==> src/rtl/r_resp_buffer.sv <==
// Per-slave R-channel response buffer: DEPTH-entry circular FIFO of {RID, RDATA, RRESP, RLAST}.
// Define RBUF_BURST_GATE_EN to offer a burst only once its RLAST beat is stored (or the buffer is full).
module r_resp_buffer #(
  parameter int unsigned DEPTH  = 4,
  parameter int unsigned IDS_W  = 8,
  parameter int unsigned DATA_W = 32
) (
  input  logic              clk,
  input  logic              rst,
  input  logic [IDS_W-1:0]  S_RID,
  input  logic [DATA_W-1:0] S_RDATA,
  input  logic [1:0]        S_RRESP,
  input  logic              S_RLAST,
  input  logic              S_RVALID,
  output logic              S_RREADY,
  output logic [IDS_W-1:0]  RID_S,
  output logic [DATA_W-1:0] RDATA,
  output logic [1:0]        RRESP,
  output logic              RLAST,
  output logic              RVALID,
  input  logic              RREADY
);

  localparam int unsigned AW = (DEPTH > 1) ? $clog2(DEPTH) : 1;
  localparam int unsigned CW = AW + 1;
  localparam int unsigned EW = IDS_W + DATA_W + 3;
  localparam logic [CW-1:0] FULL_CNT = CW'(DEPTH);

  logic [EW-1:0] mem [DEPTH];
  logic [AW-1:0] wptr;
  logic [AW-1:0] rptr;
  logic [CW-1:0] count;
  logic [CW-1:0] bursts;

  logic          full;
  logic          empty;
  logic          push;
  logic          pop;
  logic [EW-1:0] head;
  logic          burst_inc;
  logic          burst_dec;

  assign full  = (count == FULL_CNT);
  assign empty = (count == '0);
  assign head  = mem[rptr];

  // Ready depends only on registered occupancy, so RREADY never reaches S_RREADY.
  assign S_RREADY = ~rst & ~full;

`ifdef RBUF_BURST_GATE_EN
  assign RVALID = ~rst & ~empty & ((bursts != '0) | full);
`else
  assign RVALID = ~rst & ~empty;
`endif

  assign {RID_S, RDATA, RRESP, RLAST} = (~rst & ~empty) ? head : '0;

  assign push      = S_RVALID & S_RREADY;
  assign pop       = RVALID & RREADY;
  assign burst_inc = push & S_RLAST;
  assign burst_dec = pop & head[0];

  always_ff @(posedge clk) begin
    if (push) begin
      mem[wptr] <= {S_RID, S_RDATA, S_RRESP, S_RLAST};
    end
  end

  always_ff @(posedge clk) begin
    if (rst) begin
      wptr   <= '0;
      rptr   <= '0;
      count  <= '0;
      bursts <= '0;
    end else begin
      if (push) begin
        wptr <= wptr + AW'(1);
      end
      if (pop) begin
        rptr <= rptr + AW'(1);
      end
      case ({push, pop})
        2'b10:   count <= count + CW'(1);
        2'b01:   count <= count - CW'(1);
        default: count <= count;
      endcase
      case ({burst_inc, burst_dec})
        2'b10:   bursts <= bursts + CW'(1);
        2'b01:   bursts <= bursts - CW'(1);
        default: bursts <= bursts;
      endcase
    end
  end

endmodule

==> config.mk <==
export PLATFORM = sky130hd
export DESIGN_NAME = r_resp_buffer
export DESIGN_NICKNAME = d
export VERILOG_FILES = /design/src/rtl/r_resp_buffer.sv
export SDC_FILE = /design/constraint.sdc
export NUM_CORES = 1
export LEC_CHECK = 0
export BUFFER_PORTS_ARGS = -buffer_cell sky130_fd_sc_hd__buf_2
export CORE_MARGIN = 10
export CORE_UTILIZATION = 55
export DETAILED_ROUTE_END_ITERATION = 6
export GPL_ROUTABILITY_DRIVEN = 0
export GPL_TIMING_DRIVEN = 0
export PLACE_DENSITY_LB_ADDON = 0.15
export REMOVE_ABC_BUFFERS = 1
export SLEW_MARGIN = 25
export SYNTH_ARGS = -nofsm -noshare
export SYNTH_HDL_FRONTEND = slang
export SYNTH_SLANG_ARGS = --single-unit
==> constraint.sdc <==
create_clock -name clk -period 4.7 [get_ports clk]
set_clock_uncertainty 0.2 [all_clocks]
set_input_delay 0.47 -clock clk [delete_from_list [all_inputs] [get_ports clk]]
set_output_delay 0.47 -clock clk [all_outputs]
set_load 0.05 [all_outputs]
Word level (Yosys, flattened, before mapping)
Memories as Yosys holds them, arrays and structs flattened. A register that Yosys moved wholly into a read port is not among the register bits.
Cells that the tools add are included.

storage, ports and cells
  flip-flop bits (word level) = 7
  bits in writable memories = 172
  input port bits = 47
  output and inout port bits = 45
  logic and storage cells = 26
  memories kept = 1

cells by class
  $add $sub $neg = 4
  eq/ne operators = 3
  multiplexer cells = 6
  bitwise logic cells = 7
  reductions and logical operators = 2

memories
  name  words  width  rd ports  clocked after memory_dff  wr ports  RTL line  RTL
  mem   4      43     1         1                         1         29        logic [EW-1:0] mem [DEPTH];

operator list
  operator                                           number
  two-way mux 43 bit                                 1
  case mux 3 bit (2 select lines)                    1
  adder 2 x 1 -> 2 bit (second input constant)       2
  bitwise AND 1 bit                                  4
  two-way mux 2 bit                                  2
  adder 3 x 1 -> 3 bit (second input constant)       1
  == test 3 bit (second input constant)              1
  zero test 3 bit                                    1
  NOT 1 bit                                          3
  subtractor 3 x 1 -> 3 bit (second input constant)  1
  == test 2 x 1 -> 1 bit (second input constant)     1
  == test 2 bit (second input constant)              1
  two-way mux 1 bit                                  2
  nonzero test 2 bit                                 1

Depth between registers and ports, before layout
  depth after elaboration = 6
  depth in mapped cells = 9
  depth with buffers taken out = 9

Worst setup path before layout
Ideal clock, no wire load.

  path kind = input port to flip-flop
  start = in rst
  end = mem mem[0][0] (netlist bit) (enable)
  library setup time = 0.405 ns
  arrival time = 1.896 ns
  data required time = 4.095 ns
  setup slack = 2.199 ns
  cell stages on the path = 2
  path buffers = 0
  path through = nor3b_2 and2_1

on the way
  word-level cells in the longest chain between the ends = 5

RTL lines
  element                                  RTL line  RTL
  start: declaration                       9         input logic rst,
  NOT 1 bit                                48        assign S_RREADY = ~rst & ~full;
  bitwise AND 1 bit                        48
  bitwise AND 1 bit                        58        assign push = S_RVALID & S_RREADY;
  two-way mux 1 bit                        64        if (push) begin
  two-way mux 1 bit (not written as such)  65        mem[wptr] <= {S_RID, S_RDATA, S_RRESP, S_RLAST};
  end: declaration                         29

Every way passes these cells.

==> impl_metrics.yaml <==
final_layout:
  final_layout_size_suffix_gt1_share_pct: 39.3
  layout_common_cells: "edfxtp_1, buf_2, nor2b_1"
  nFillCells: 829
  synthToLayoutAreaGrowth_pct: 18.6
  diodes: 0
  final_common_cell: "edfxtp_1"
  final_nets: 478
  design_area_mm2: 0.00832
run_status:
  outcome: "finished, final reports clean"
routing:
  drt_pass1_iterations: 4
  initialDrtViolationCount: 251
  route.detailed.drc: 0
  vias: 3333
  wl_per_cell_um: 21.1
  drtAntennaViolNets: 0
  vias_per_cell: 5.46
  routed_wl_um: 12800
synth:
  synth_cell_types: 27
  yosys.area_share.simple_pct: 5.41
  syn_avg_cell_area_um2: 21.5
  ys_seq_area_share_pct: 76.3
  ys_seq_elements: 181
  synth_warnings: 0
  syn-instance-count: 326
  synth_top_family_by_area: "multiplexers"
  synth-adder-area-share_pct: 1.18
  synth_compound_area_share_pct: 0.446
  synth_area_mm2: 0.00701
  synth-xor-area-share_pct: 0.500
  muxShareOfSynthArea_pct: 14.3
timing:
  worst_slew_pin_slew_ns: 0.650
  slew_headroom_pct: 56.7
  drv_slew: 0
  fin_crit_sh_pct: 61.2
  fin_ws_ns: 1.82
  tns_ns: 0
  setup_viol: 0
  fmax_ghz: 0.347
  hold_viol: 0
  period_needed_ns: 2.88
  rsz0062_at_grt: "false"
grt:
  antenna_found_initial: 3
  grt_max_degree: 45
  grt_usage_pct: 15.2
  grt.overflow.total: 0
  grt_pass1_vias: 3691
  grt_pass1_wl_um: 20300
place:
  dp_slack_ns: 2.20
  dpl.hpwl_um: 7560
  place_area_mm2: 0.00773
  numPortBuffers: 91
clocking:
  htree_levels: 4
  clkSinkCount: 181
  post_cts_resized: 0
  clk_path_buf_depth: 2
  tritoncts: "yes"
  cts-root-buf: "clkbuf_16"
  numCtsBuffers: 17
  insertion_delay_ns: 0.41
  post_cts_buffers: 0
  clkTransAtPathRegs_ns: 0.06
  cts_hold_buf: 0
power_and_ir_drop:
  vdd_ir_drop_max_mv: 0.258
  leakage_nw: 2.85
  powerDensity_mw_per_mm2: 446
worst_setup_path:
  r2r_end: "count[2]"
  r2r_slack_ns: 2.16
  worstPathRequired_ns: 4.03
  r2r_cells: 9
  worstSetupEndpointType: "primary output"
  r2r-start: "count[2]"
  crit_arrival_ns: 2.21
  worstSetupStartpointType: "flip-flop"
  crit_path_max_fanout: 29
  critPathKind: "reg -> out"
die:
  initial_utilization_pct: 55.8
  die_h_um: 133
  num_rows: 41
  coreArea_mm2: 0.0126
  dieArea_mm2: 0.0177
  die_width_um: 133
  io_pins: 92
min_path:
  min_from: "S_RDATA[10]"
  min_to: "mem[3][13]"
  hold_path_class: "in -> reg"
  hold-path-cell-count: 1
flow_run:
  drv_cap: 0
[synthesized netlist by cell type]
library cell	n	area share, %
edfxtp_1	172	74
nor2b_1	42	3.7
mux4_2	40	13
buf_2	9	0.64
dfxtp_1	9	2.6
nor2_1	9	0.48
inv_1	7	0.37
buf_6	5	0.80
ha_1	5	0.89
and2_1	4	0.36
xor2_1	4	0.50
mux4_1	3	1.1
a21oi_1	2	0.14
clkbuf_1	2	0.11
fa_1	1	0.29
mux2_2	1	0.16
mux2i_1	1	0.14
nand2b_1	1	0.089
nor2b_4	1	0.20
nor3_1	1	0.071
nor3b_1	1	0.11
nor3b_2	1	0.18
o21ai_0	1	0.071
o311ai_0	1	0.12
o31ai_1	1	0.11
or2_1	1	0.089
or3_1	1	0.089
[per-stage QoR]
step	power [mW]	cells	util, %	hold slack, ns
floorplan	2.22	310	-	0.275
global placement	2.35	573	60.2	0.288
detailed placement	2.36	578	61.5	0.315
CTS	3.75	610	66.2	0.0429
global route	3.84	610	66.2	0.0499
finish	3.71	610	66.2	0.0636
[report_power, final]
group	switching (mW)	leakage [nW]	internal (mW)
Combinational	0.276	0.929	0.180
Clock	0.534	0.289	0.854
Sequential	0.0357	1.64	1.83
[layer usage]
layer	wire (um)	track usage [%]	vias to the layer above
met3	650	5.11	15
met2	6420	24.4	81
met1	5580	18.6	1731
met4	166	5.99	4
li1	-	-	1502
met5	21	0	-
[state kept, by name, indices dropped and copies added (netlist names), named ones only]
signal / cells
mem: 172
count: 3
rptr: 2
wptr: 2
[cell families (layout without fill, tap and decap cells)]
logic type               Yosys count  count (layout)
buffers and inverters             23             135
XOR/XNOR                           4               4
AND/OR/NAND/NOR                   62              62
adder cells (fa/ha/maj)            6               6
AO/OA/AOI/OAI                      5               5
flip-flops                       181             181
multiplexers                      45              45
[how the worst max path moves through the flow]
stage / startpoint / to / depth (start not counted)
final: flip-flop / RDATA[18] / 4
after global routing: flip-flop / RDATA[18] / 4
after CTS: flip-flop / RDATA[18] / 4
after detailed placement: flip-flop / RDATA[18] / 4
after global placement: flip-flop / RLAST / 3
after floorplan: flip-flop / RID_S[7] / 2
[area by class of cell]
class	instances	area (um2)	area share, %
flip-flops and latches	181	5350	64.4
multi-input cells	122	1540	18.5
repair buffers	96	593	7.13
clock buffers	28	517	6.21
well taps	172	215	2.59
clock inverters	4	70.1	0.843
inverters	7	26.3	0.316
[critical path: stages (launching register included)]
cell and delay (ns):
dfxtp_4 0.56, buf_16 0.29, mux4_2 0.53, nor2b_1 0.16
buf_2 0.25
Note: power is estimated with default switching activity, not from simulation.
